--- src/rtl/spi_share_arb.sv ---
// Round-robin arbiter sharing one SPI master between two requesters, with an idle gap between transactions.
// Optional BUSY timeout abort is enabled by defining SPI_SHARE_ARB_TMO_EN.
module spi_share_arb #(
  parameter int GAP_CYC = 8,
  parameter int TMO_CYC = 4095
) (
  input  logic        clk,
  input  logic        rst_n,
  input  logic        req0,
  input  logic [15:0] cmd0,
  input  logic        req1,
  input  logic [15:0] cmd1,
  output logic        done0,
  output logic        done1,
  output logic [15:0] rd_data,
  output logic        spi_wrt,
  output logic [15:0] spi_cmd,
  input  logic        spi_done,
  input  logic [15:0] spi_rd_data,
  input  logic        spi_SS_n,
  output logic        SS0_n,
  output logic        SS1_n,
  output logic        err
);

  typedef enum logic [1:0] {ST_IDLE, ST_BUSY, ST_GAP} state_t;

  localparam logic [7:0] GAP_LAST = 8'(GAP_CYC - 1);

  if (GAP_CYC < 1 || GAP_CYC > 255) begin : g_bad_gap
    $error("spi_share_arb: GAP_CYC out of range 1..255");
  end
  if (TMO_CYC < 1 || TMO_CYC > 4095) begin : g_bad_tmo
    $error("spi_share_arb: TMO_CYC out of range 1..4095");
  end

  state_t      r_state;
  state_t      w_nxt_state;
  logic        r_owner;
  logic        r_last;
  logic [7:0]  r_gap_cnt;
  logic        r_wrt;
  logic [15:0] r_cmd;
  logic        w_grant;
  logic        w_grant_own;
  logic        w_finish;
  logic        w_abort;

`ifdef SPI_SHARE_ARB_TMO_EN
  localparam logic [11:0] TMO_LAST = 12'(TMO_CYC - 1);
  logic [11:0] r_tmo_cnt;
  logic        r_err;
`endif

  // NOTE: every signal written here gets a default first, so no path leaves one unassigned and infers a latch.
  always_comb begin
    w_nxt_state = r_state;
    w_grant     = 1'b0;
    w_grant_own = 1'b0;
    w_finish    = 1'b0;
    w_abort     = 1'b0;
    case (r_state)
      ST_IDLE: begin
        if (req0 || req1) begin
          w_grant     = 1'b1;
          // On a tie the requester that did not go last wins.
          w_grant_own = (req0 && req1) ? ~r_last : req1;
          w_nxt_state = ST_BUSY;
        end
      end
      ST_BUSY: begin
        if (spi_done) begin
          w_finish = 1'b1;
        end
`ifdef SPI_SHARE_ARB_TMO_EN
        else if (r_tmo_cnt == TMO_LAST) begin
          w_finish = 1'b1;
          w_abort  = 1'b1;
        end
`endif
        if (w_finish) w_nxt_state = ST_GAP;
      end
      ST_GAP: begin
        if (r_gap_cnt >= GAP_LAST) w_nxt_state = ST_IDLE;
      end
      default: w_nxt_state = ST_IDLE;
    endcase
  end

  // NOTE: state registers use non-blocking assignments so all flops update together from pre-edge values.
  always_ff @(posedge clk or negedge rst_n) begin
    if (!rst_n) begin
      r_state   <= ST_IDLE;
      r_owner   <= 1'b0;
      r_last    <= 1'b1;
      r_gap_cnt <= 8'd0;
      r_wrt     <= 1'b0;
      r_cmd     <= 16'h0000;
    end else begin
      r_state <= w_nxt_state;
      r_wrt   <= w_grant;
      if (w_grant) begin
        r_owner <= w_grant_own;
        r_cmd   <= w_grant_own ? cmd1 : cmd0;
      end
      if (w_finish) begin
        r_last    <= r_owner;
        r_gap_cnt <= 8'd0;
      end else if (r_state == ST_GAP && r_gap_cnt != 8'hFF) begin
        r_gap_cnt <= r_gap_cnt + 8'd1;
      end
    end
  end

`ifdef SPI_SHARE_ARB_TMO_EN
  always_ff @(posedge clk or negedge rst_n) begin
    if (!rst_n) begin
      r_tmo_cnt <= 12'd0;
      r_err     <= 1'b0;
    end else begin
      if (w_grant) begin
        r_tmo_cnt <= 12'd0;
      end else if (r_state == ST_BUSY && r_tmo_cnt != 12'hFFF) begin
        r_tmo_cnt <= r_tmo_cnt + 12'd1;
      end
      if (w_abort) r_err <= 1'b1;
    end
  end
  assign err = r_err;
`else
  assign err = 1'b0;
`endif

  assign spi_wrt = r_wrt;
  assign spi_cmd = r_cmd;
  assign done0   = w_finish & ~r_owner;
  assign done1   = w_finish & r_owner;
  // An aborted transaction reports all-ones so the requester can tell it from real data.
  assign rd_data = w_abort ? 16'hFFFF : spi_rd_data;
  assign SS0_n   = (r_state == ST_BUSY && !r_owner) ? spi_SS_n : 1'b1;
  assign SS1_n   = (r_state == ST_BUSY &&  r_owner) ? spi_SS_n : 1'b1;

endmodule

--- config.mk ---
export PLATFORM = sky130hd
export DESIGN_NAME = spi_share_arb
export DESIGN_NICKNAME = d
export VERILOG_FILES = /design/src/rtl/spi_share_arb.sv
export SDC_FILE = /design/constraint.sdc
export NUM_CORES = 1
export LEC_CHECK = 0
export BUFFER_PORTS_ARGS = -buffer_cell sky130_fd_sc_hd__buf_2
export CAP_MARGIN = 40
export CORE_MARGIN = 8
export CORE_UTILIZATION = 39
export DETAILED_ROUTE_END_ITERATION = 16
export GPL_TIMING_DRIVEN = 0
export PLACE_DENSITY = 0.88
export SYNTH_ARGS = -nofsm -noshare
export SYNTH_HDL_FRONTEND = slang
export SYNTH_SLANG_ARGS = --single-unit
--- constraint.sdc ---
create_clock -name clk -period 1.4 [get_ports clk]
set_input_delay 0.07 -clock clk [delete_from_list [all_inputs] [get_ports clk]]
set_output_delay 0.07 -clock clk [all_outputs]
set_load 0.1 [all_outputs]
# ---- After elaboration in Yosys (flattened, before gate mapping)
# Cells that the tools add are included.
dict set report word_totals {
  word_cells 44
  ff_bits 29
  in_bits 54
}
dict set report classes {
  magnitude_cmp 1
  n_eq_ne 6
  n_bitwise 4
  n_reduce_logical 9
  add_sub_neg 1
  muxes 17
}
# operator n
set ops {}
lappend ops {{16-bit two-way mux} 1}
lappend ops {{8-bit two-way mux} 2}
lappend ops {{1-bit two-way mux} 10}
lappend ops {{8-bit by 1-bit adder with 8-bit output (second input constant)} 1}
lappend ops {{8-bit by 3-bit >= comparator with 1-bit output (second input constant)} 1}
lappend ops {{8-bit != test (second input constant)} 1}
lappend ops {{2-bit two-way mux} 3}
lappend ops {{2-bit one-hot mux with 3 select lines} 1}
lappend ops {{1-bit logical AND} 4}
lappend ops {{2-bit != test (second input constant)} 2}
lappend ops {{3-bit AND reduction} 1}
lappend ops {{1-bit AND} 2}
lappend ops {{2-bit by 1-bit == test with 1-bit output (second input constant)} 1}
lappend ops {{2-bit == test (second input constant)} 1}
lappend ops {{2-bit zero test} 1}
lappend ops {{2-bit by 1-bit != test with 1-bit output (second input constant)} 1}
lappend ops {{1-bit NOT} 2}
lappend ops {{2-bit nonzero test} 1}
lappend ops {{1-bit zero test} 1}
lappend ops {{1-bit logical OR} 1}

# ---- Longest topological paths before layout
# Gate-level depths: netlist of the first run.
dict set report depth {
  word_depth 5
  ltp_mapped 6
  mapped_depth_nobuf 5
}

# ---- Least setup slack after synthesis of the first run
# Ideal clock, no wire load.
dict set report synth_timing {
  kind {reg2out}
  startpoint {register r_state[1]}
  endpoint {output done0}
  setup_slack_ns -0.970
  path_stages_with_launch 5
  arrival_time_ns 2.300
  path_cell_list {dfrtp_1 nand2b_1 or2_2 clkbuf_1 nor2_1}
}
dict set report synth_between {
  elab_chain_cells 3
}
# item line_no
set synth_lines {}
lappend synth_lines {{start: declaration} 37} ;# state_t r_state;
lappend synth_lines {{start signal: assignment} 100} ;# r_state <= w_nxt_state;
lappend synth_lines {{2-bit by 1-bit == test with 1-bit output} 62} ;# case (r_state)
lappend synth_lines {{1-bit two-way mux} 62}
lappend synth_lines {{1-bit AND} 136} ;# assign done0 = w_finish & ~r_owner;
lappend synth_lines {{end: declaration} 13} ;# output logic done0,
# No other way between the ends.

# ---- Worst setup path after layout of the first run
# Same ends and word-level chain as after synthesis.

==> impl_metrics.toml, run 1 <==
[outcome]
status = "complete, but fails checks"
violations = "setup timing"

[layout]
antennaDiodeCount = 0
fin_cells = 307
final_nets = 313
areaGrowthSynthToFinish_pct = 65.4
drive_gt1_share_pct = 64.1

[floorplanning]
io-pin-count = 92
core_mm2 = 0.00372
die_y_um = 78.5
rows = 22
die_w_um = 78.5
die_area_mm2 = 0.00616
start_util_pct = 41.0

[routing]
vias = 1571
drc = 0
drt_iter0_drc = 38
drt_first_pass_iters = 4
drt-vias-per-instance = 5.12
antenna_left = 0
routedWlPerCell_um = 16.5
drt_wl_total_um = 5080

[place]
placed_cells = 277
dp_hpwl_um = 3230
gp_congestion = 0.758
io_buffers = 74

[sta]
skew_ns = 0.00395
fin_ws_ns = -0.113
worst_slew_pin_slew_ns = 0.629
setup_tns_ns = -0.932
slew_violations = 0
finalHoldViolations = 0
fmax_ghz = 0.661
max_slew_margin_pct = 58.0
rsz0062_at_grt = "yes"
period_needed_ns = 1.51
period_share_pct = 108
setup_viol_count_final = 21
whs_ns = 0.0134

[clock_tree]
insertion_delay_ns = 0.28
cts_tree = "built"
h-tree-depth = 2
path_clk_slew_ns = 0.06
cts_sinks = 29
ctsLongestPathBuffers = 2
cts_buffers = 5
clockRootBuffer = "clkbuf_8"

[yosys]
yosysTopAreaCellShare_pct = 46.0
ys_seq_area_share_pct = 47.7
ys_types = 38
syn_nets = 210
ys_seq_elements = 29
netlist_instances = 155
synthTopCellsByArea = "dfrtp_1 46%, buf_4 8.4%, o22ai_2 7.4%"
synth-warning-count = 0
yosysTopAreaCell = "dfrtp_1"
avgSynthCellArea_um2 = 9.82
netlist_area_mm2 = 0.00152

[pwr]
p_clk_share_pct = 9.5
p_per_area_mw_per_mm2 = 2720
switching_power_mw = 3.92
switching_share_pct = 57.3
vdd_drop_max_uv = 2220
power_frac_comb_pct = 68.3
p_int_mw = 2.92
pwr-share-seq_pct = 22.2
power_leakage_nw = 1.23

[grt]
grt_pass1_wl_um = 7650
grt_max_degree = 30
grt_pass1_vias = 1640
antenna_found_initial = 0
track_usage_pct = 15.4
grt_overflow = 0

[worst_setup_path]
cp_data_required_time_ns = 1.33
end_kind = "output pin"
crit_family = "simple AND/OR/NAND/NOR gates"
arrival_ns = 1.44
cp-start-kind = "flop"
cp_max_fo = 4
worst_path_max_delay_cell = "dfrtp_1"
slowest_delay_ns = 0.42
path_buf_inv = 1
crit_chain = "nand2b_4 > or2_4 > nor2_4 > buf_12"
crit_type = "reg2out"

[worst_hold_path]
hp-class = "in2reg"

[job]
drv_cap = 0
==> cells by family (layout without fill, tap and decap cells) <==
family	Yosys count	in the layout	synth area share [%]
buffers and inverters	40	144	15.8
XOR/XNOR	1	1	0.575
flip-flops	29	29	47.7
AO/OA/AOI/OAI	50	50	23.9
AND/OR/NAND/NOR	33	33	10.9
adder cells (fa/ha/maj)	1	1	0.822
other	1	1	0.246
==> Yosys cell counts (all sizes together) <==
cell type   n
dfrtp      28
buf        21
inv        17
a21oi      15
o22ai      15
nand2       8
nor2        7
o21ai       7
nand3       4
o211ai      4
o31ai       3
or3         3
a211oi      2
nand4       2
nor3        2
a21bo       1
a21o        1
a31oi       1
and2        1
and2b       1
and3        1
clkbuf      1
clkinv      1
conb        1
dfstp       1
ha          1
nand2b      1
nand4b      1
nor3b       1
o41ai       1
or2         1
xnor2       1
==> repair_timing <==
| item | in CTS | in global routing |
|---|---|---|
| setup endpoints to repair | 22 | 28 |
| gates resized for setup | 36 | 26 |
| pin swaps | 22 | 9 |
| buffers inserted | 13 | 8 |
| cloned | 1 | 0 |
| hold buffers | 2 | 0 |
| endpoints found under the hold margin | 29 | 0 |
==> metal layers <==
| metal | global-route usage, % | vias to the layer above | part of all wire [%] |
|---|---|---|---|
| met5 | 0 | - | 0 |
| met4 | 5.93 | 0 | 1.7 |
| li1 | - | 736 | - |
| met1 | 17.0 | 741 | 38 |
| met2 | 24.7 | 86 | 50 |
| met3 | 7.97 | 8 | 10 |
==> area by class of cell <==
class / count / area, µm²
well taps: 48 / 60.1
repair buffers: 98 / 647
inverters: 18 / 68.8
plain buffers: 20 / 170
fillers: 279 / 1200
flip-flops and latches: 29 / 731
clock buffers: 8 / 80.1
multi-input cells: 86 / 762
==> through the flow <==
| step | utilization (%) | setup WS [ns] | power [mW] | instance area, µm² |
|---|---|---|---|---|
| floorplan | - | -0.0942 | 4.63 | 1560 |
| global placement | 53.5 | -0.191 | 5.22 | 1990 |
| detailed placement | 53.5 | -0.228 | 5.28 | 1990 |
| CTS | 63.3 | -0.103 | 6.46 | 2350 |
| global route | 67.8 | -0.166 | 7.15 | 2520 |
| finish | 67.8 | -0.113 | 6.84 | 2520 |
==> registers in the layout, summed over array words and instances (netlist names) <==
name	count
r_gap_cnt	8
r_last	1
r_owner	1
r_state	2
spi_cmd	16
spi_wrt	1
==> final timing paths <==
| check | from | to | slack [ns] | depth (start not counted) |
|---|---|---|---|---|
| worst min register to register | spi_cmd[13]$_DFFE_PN0P_ | spi_cmd[13]$_DFFE_PN0P_ | 0.51 | 2 |
| worst max-delay path | r_state[1]$_DFFE_PN0P_ | done0 | -0.11 | 4 |
| worst max register to register | r_last$_DFFE_PN1P_ | spi_cmd[15]$_DFFE_PN0P_ | -0.06 | 5 |
| worst min-delay path | cmd0[1] | spi_cmd[1]$_DFFE_PN0P_ | 0.01 | 3 |
| min in group asynchronous | rst_n | r_gap_cnt[7]$_DFFE_PN0P_ | 0.34 | 2 |
| max in group asynchronous | rst_n | r_gap_cnt[5]$_DFFE_PN0P_ | 0.61 | 2 |
==> cell usage in the layout, fill, tap and decap left out, types with 4 or more instances in the layout <==
| cell | Yosys | layout |
|---|---|---|
| buf_2 | 2 | 70 |
| buf_4 | 17 | 35 |
| dfrtp_1 | 28 | 25 |
| inv_1 | 17 | 17 |
| a21oi_2 | 0 | 8 |
| o22ai_2 | 9 | 8 |
| a21oi_1 | 15 | 7 |
| nand2_1 | 8 | 6 |
| buf_6 | 1 | 5 |
| buf_12 | 1 | 5 |
| o22ai_4 | 0 | 5 |
| clkbuf_8 | 0 | 5 |
| nor2_1 | 7 | 4 |
| o21ai_0 | 5 | 4 |
| o211ai_1 | 4 | 4 |
==> power by group through the flow <==
| stage | combinational, mW | sequential (mW) | clock (mW) |
|---|---|---|---|
| 2_1_floorplan | 1.38 | 3.25 | 0 |
| 3_3_place_gp | 3.77 | 1.46 | 0 |
| 3_5_place_dp | 3.82 | 1.46 | 0 |
| 4_1_cts | 4.32 | 1.47 | 0.665 |
| 5_1_grt | 4.87 | 1.55 | 0.719 |
| 6_report | 4.67 | 1.52 | 0.650 |
==> tightest hold or removal path, stage by stage <==
cell and delay (ns):
buf_2 0.09, inv_1 0.04, a21oi_1 0.05
(Power assumes the default switching activity.)
==> inputs of run 2 (changes only) <==
HOLD_SLACK_MARGIN = 0.03   (was unset)
TNS_END_PERCENT = 1   (was unset)
==> run 2 against run 1 <==
Compared with the run above: the flow still finishes with violations (setup timing); first-iteration DRC count is 37% higher; register-to-register slack worse by 0.02 ns; hold slack better by 0.024 ns; clock skew is 0.0025 ns higher; design area is 0.94% lower; critical path type unchanged; highest routed layer unchanged.
==> impl_metrics.toml, run 2 (synthesis results as in run 1) <==
[layout]
final_cell_mix = "70 x buf_2, 31 x buf_4, 25 x dfrtp_1"
antennaDiodeCount = 0
areaGrowthSynthToFinish_pct = 63.8
fillers = 290
final_nets = 318
drive_gt1_share_pct = 56.4
largest_reg_flops = 16
layout_commonest_cell = "buf_2"

[sta]
max_slew_margin_pct = 56.6
worst_slew_pin_slew_ns = 0.652
fmax_ghz = 0.670
rsz0062_at_grt = "yes"
period_needed_ns = 1.49
skew_ns = 0.00645
slew_violations = 0
fin_ws_ns = -0.0915
period_share_pct = 107
finalHoldViolations = 0
setup_viol_count_final = 20

[routing]
drt-vias-per-instance = 4.91
drt_first_pass_iters = 4
vias = 1532
drc = 0
drt_iter0_drc = 52
drt_wl_total_um = 4790
routedWlPerCell_um = 15.3
antenna_left = 0

[grt]
grt_pass1_wl_um = 7530
track_usage_pct = 15.0
grt_max_degree = 30
grt_overflow = 0
grt_pass1_vias = 1646
antenna_found_initial = 0

[worst_setup_path]
ff2ff_setup_slack_ns = -0.08
crit_family = "simple AND/OR/NAND/NOR gates"
end_kind = "output pin"
cp_max_fo = 5
slowest_delay_ns = 0.44
startpoint = "r_state[1]$_DFFE_PN0P_"
arrival_ns = 1.42
worst_path_max_delay_cell = "dfrtp_2"
path_buf_inv = 1
cp_data_required_time_ns = 1.33
reg2reg_depth = 5
crit_chain = "nand2b_4 > or3_1 > buf_6"
crit_type = "reg2out"
r2r_end = "spi_cmd[7]$_DFFE_PN0P_"
cp-start-kind = "flop"
r2r-start = "r_state[1]$_DFFE_PN0P_"

[outcome]
violations = "setup timing"
status = "complete, but fails checks"

[job]
drv_cap = 0

[worst_hold_path]
hold_end = "spi_cmd[10]$_DFFE_PN0P_"
hp-class = "in2reg"
whs_path_depth = 3
hold_path_startpoint = "cmd0[10]"

[clock_tree]
insertion_delay_ns = 0.27
clockRootBuffer = "clkbuf_8"
path_clk_slew_ns = 0.06
h-tree-depth = 2
cts_sinks = 29
ctsLongestPathBuffers = 2
cts_buffers = 5
cts_tree = "built"

[floorplanning]
die_area_mm2 = 0.00616
start_util_pct = 41.0
die_w_um = 78.5
core_mm2 = 0.00372
die_y_um = 78.5
io-pin-count = 92
rows = 22

[place]
io_buffers = 74
dp_hpwl_um = 3280
post-place-ws_ns = -0.257
gp_congestion = 0.745

[pwr]
vdd_drop_max_uv = 1580
total_power_mw = 6.59
p_per_area_mw_per_mm2 = 2640
power_leakage_nw = 1.23
==> run 2: changes by cell type in the layout (fill, tap and decap cells not counted), moves of 3 or more <==
cell           previous run  this run
a21oi_2                   8         2
a21oi_1                   7        13
dlygate4sd3_1             2        13
o22ai_2                   8        12
buf_4                    35        31
o22ai_4                   5         2
==> run 2: metal layers <==
layer	track usage (%)	part of all wire [%]	vias to the layer above
met4	7.96	2.0	0
met1	16.3	40	719
met5	0	0	-
met2	25.5	51	65
met3	4.56	6.9	7
li1	-	-	741
==> run 2: area by class of cell <==
type,instances,area (µm²),share of cell area (%)
clock buffer,8,80.1,3.21
inverter,18,72.6,2.91
sequential,29,731,29.3
buffer,20,166,6.67
multi-input combinational,86,686,27.5
timing repair buffer,103,699,28.0
tap,48,60.1,2.41
==> run 2: metrics by stage <==
step           utilization, %  hold WS (ns)  area [µm²]  std cells  TNS, ns
2_1_floorplan               -        -0.226        1550        155   -0.143
3_3_place_gp             53.3         0.126        1980        277    -2.72
3_5_place_dp             53.3         0.132        1980        277    -3.52
4_1_cts                  64.9        0.0303        2410        305    -1.34
5_1_grt                  67.1        0.0397        2490        312    -2.46
6_report                 67.1        0.0379        2490        312    -1.10
==> run 2: worst reg2reg max path, delay by kind of cell (launching register included) <==
kind / cells / cell delay, ns
buf+inv: 2 / 0.32
simple gates: 1 / 0.45
compound gates: 2 / 0.15
flops: 1 / 0.44
==> run 2: worst max-delay path by stage <==
stage / slack, ns / endpoint / cells past startpoint
2_1_floorplan: -0.09 / done0 / 4
3_3_place_gp: -0.21 / spi_cmd[15]$_DFFE_PN0P_ / 6
3_5_place_dp: -0.26 / spi_cmd[10]$_DFFE_PN0P_ / 6
4_1_cts: -0.10 / done0 / 4
5_1_grt: -0.15 / SS0_n / 3
6_report: -0.09 / SS0_n / 3
==> run 2: power breakdown <==
group,internal [mW],leakage [nW],switching (mW),total (mW)
Combinational,1.26,0.840,3.20,4.46
Sequential,1.20,0.349,0.301,1.50
Clock,0.352,0.0395,0.284,0.636
==> run 2: repair_timing <==
| action | in CTS | in global routing |
|---|---|---|
| hold buffers | 13 | 0 |
| setup buffers | 7 | 8 |
| setup endpoints to repair | 27 | 25 |
| cloned | 1 | 0 |
| hold endpoints to repair | 40 | 0 |
| resized for setup | 36 | 8 |
| pin swaps | 23 | 3 |
==> inputs of run 3 (changes only) <==
CORE_UTILIZATION = 40   (was 39)
CTS_BUF_LIST = sky130_fd_sc_hd__clkbuf_2   (was unset)
PLACE_DENSITY = 0.9   (was 0.88)
==> run 3 against run 2 <==
Compared with the run above: the flow still finishes with violations (setup timing); hold slack better by 0.013 ns; non-clock buffer count up 7; cell count up 2.2%; register-to-register slack worse by 0.09 ns; flip-flop and latch count unchanged; largest cell class unchanged.
==> impl_metrics.toml, run 3 (synthesis results as in run 1) <==
[outcome]
status = "complete, but fails checks"
violations = "setup timing"

[sta]
skew_ns = 0.0127
worst_slew_pin_slew_ns = 0.640
setup_viol_count_final = 21
fin_ws_ns = -0.179
fmax_ghz = 0.633
slew_violations = 0
max_slew_margin_pct = 57.3
finalHoldViolations = 0
period_needed_ns = 1.58
rsz0062_at_grt = "yes"
period_share_pct = 113

[clock_tree]
h-tree-depth = 2
insertion_delay_ns = 0.35
path_clk_slew_ns = 0.15
cts_sinks = 29
ctsLongestPathBuffers = 2
clockRootBuffer = "clkbuf_2"
cts_buffers = 5
cts_tree = "built"

[layout]
final_nets = 325
areaGrowthSynthToFinish_pct = 62.9
antennaDiodeCount = 0
largest_reg_flops = 16
layout_commonest_cell = "buf_2"
post-route-util_pct = 67.8
fin_cells = 319
drive_gt1_share_pct = 49.8
final_cell_mix = "70 x buf_2, 33 x dlygate4sd3_1, 24 x dfrtp_1"

[worst_hold_path]
hp-class = "in2reg"
hold_path_startpoint = "cmd1[13]"

[place]
gp_congestion = 0.729
placed_cells = 277
io_buffers = 74
post-place-ws_ns = -0.272
dp_hpwl_um = 3320

[routing]
drt_wl_total_um = 4790
drt_iter0_drc = 20
drt_first_pass_iters = 4
drt-vias-per-instance = 4.87
routedWlPerCell_um = 15.0
antenna_left = 0
drc = 0
vias = 1552

[floorplanning]
core_mm2 = 0.00366
rows = 22
die_y_um = 77.7
start_util_pct = 41.6
die_w_um = 77.7
io-pin-count = 92
die_area_mm2 = 0.00604

[job]
drv_cap = 0

[pwr]
p_per_area_mw_per_mm2 = 2420
vdd_drop_max_uv = 1150
power_leakage_nw = 1.22
total_power_mw = 6.02

[worst_setup_path]
startpoint = "r_state[1]$_DFFE_PN0P_"
cp_data_required_time_ns = 1.33
ff2ff_setup_slack_ns = -0.17
arrival_ns = 1.51
r2r-start = "r_state[1]$_DFFE_PN0P_"
crit_type = "reg2out"
end_kind = "output pin"
cp-start-kind = "flop"
cp_max_fo = 4

[grt]
grt_max_degree = 30
grt_pass1_wl_um = 8050
track_usage_pct = 16.1
grt_pass1_vias = 1726
grt_overflow = 0
antenna_found_initial = 0
## run 3: changes by cell type in the layout (fill, tap and decap cells not counted), moves of 2 or more
cell,previous run,this run
a21oi_1,13,15
a21oi_2,2,0
buf_4,31,20
clkbuf_1,3,0
clkbuf_2,0,6
clkbuf_8,5,0
clkinv_2,0,2
dlygate4sd3_1,13,33
nor2_2,0,2
nor2_4,3,1
o22ai_4,2,0
## run 3: final timing paths
kind | end | cells past startpoint
max reg2reg | spi_cmd[5]$_DFFE_PN0P_ | 5
min | spi_cmd[13]$_DFFE_PN0P_ | 3
max in group asynchronous | r_state[0]$_DFFE_PN0P_ | 2
min in group asynchronous | r_gap_cnt[1]$_DFFE_PN0P_ | 2
min reg2reg | spi_cmd[13]$_DFFE_PN0P_ | 2
max | done0 | 4
## run 3: per-stage QoR
| stage | setup TNS (ns) | hold WS [ns] | instance area (µm²) |
|---|---|---|---|
| finish | -2.19 | 0.0505 | 2480 |
| global route | -4.49 | 0.0506 | 2480 |
| CTS | -2.05 | 0.0336 | 2450 |
| detailed placement | -3.84 | 0.127 | 1980 |
| global placement | -2.90 | 0.126 | 1980 |
| floorplan | -0.143 | -0.226 | 1550 |
## run 3: timing repair
item | 4_1_cts | 5_1_grt
hold endpoints to repair | 45 | 0
pin swaps | 5 | 0
endpoints found under the setup margin | 27 | 29
setup buffers | 2 | 0
cloned | 0 | 0
hold buffers | 33 | 0
resized for setup | 26 | 7
## run 3: final cells by class
type                       count  area [µm²]
fill                         284        1180
timing repair buffer         109         758
sequential                    29         732
multi-input combinational     86         641
buffer                        21         178
inverter                      18        72.6
tap                           48        60.1
clock buffer                   6        30.0
clock inverter                 2        10.0
## run 3: critical path, cell delays in order, from the launching register on
cell      delay (ns)
dfrtp_2         0.45
nand2b_4        0.16
or2_4           0.26
nor2_4          0.10
buf_12          0.18
## run 3: per-layer routing
metal / GRT usage, % / part of all wire, % / vias up
met3: 5.07 / 6.6 / 5
met5: 0 / 0 / -
li1: - / - / 751
met2: 27.0 / 50 / 64
met1: 18.5 / 42 / 732
met4: 6.23 / 1.2 / 0
## run 3: where the power goes
group	switching (mW)	internal [mW]
clock network	0.285	0.125
logic	3.10	1.02
registers	0.285	1.20
total	3.67	2.34
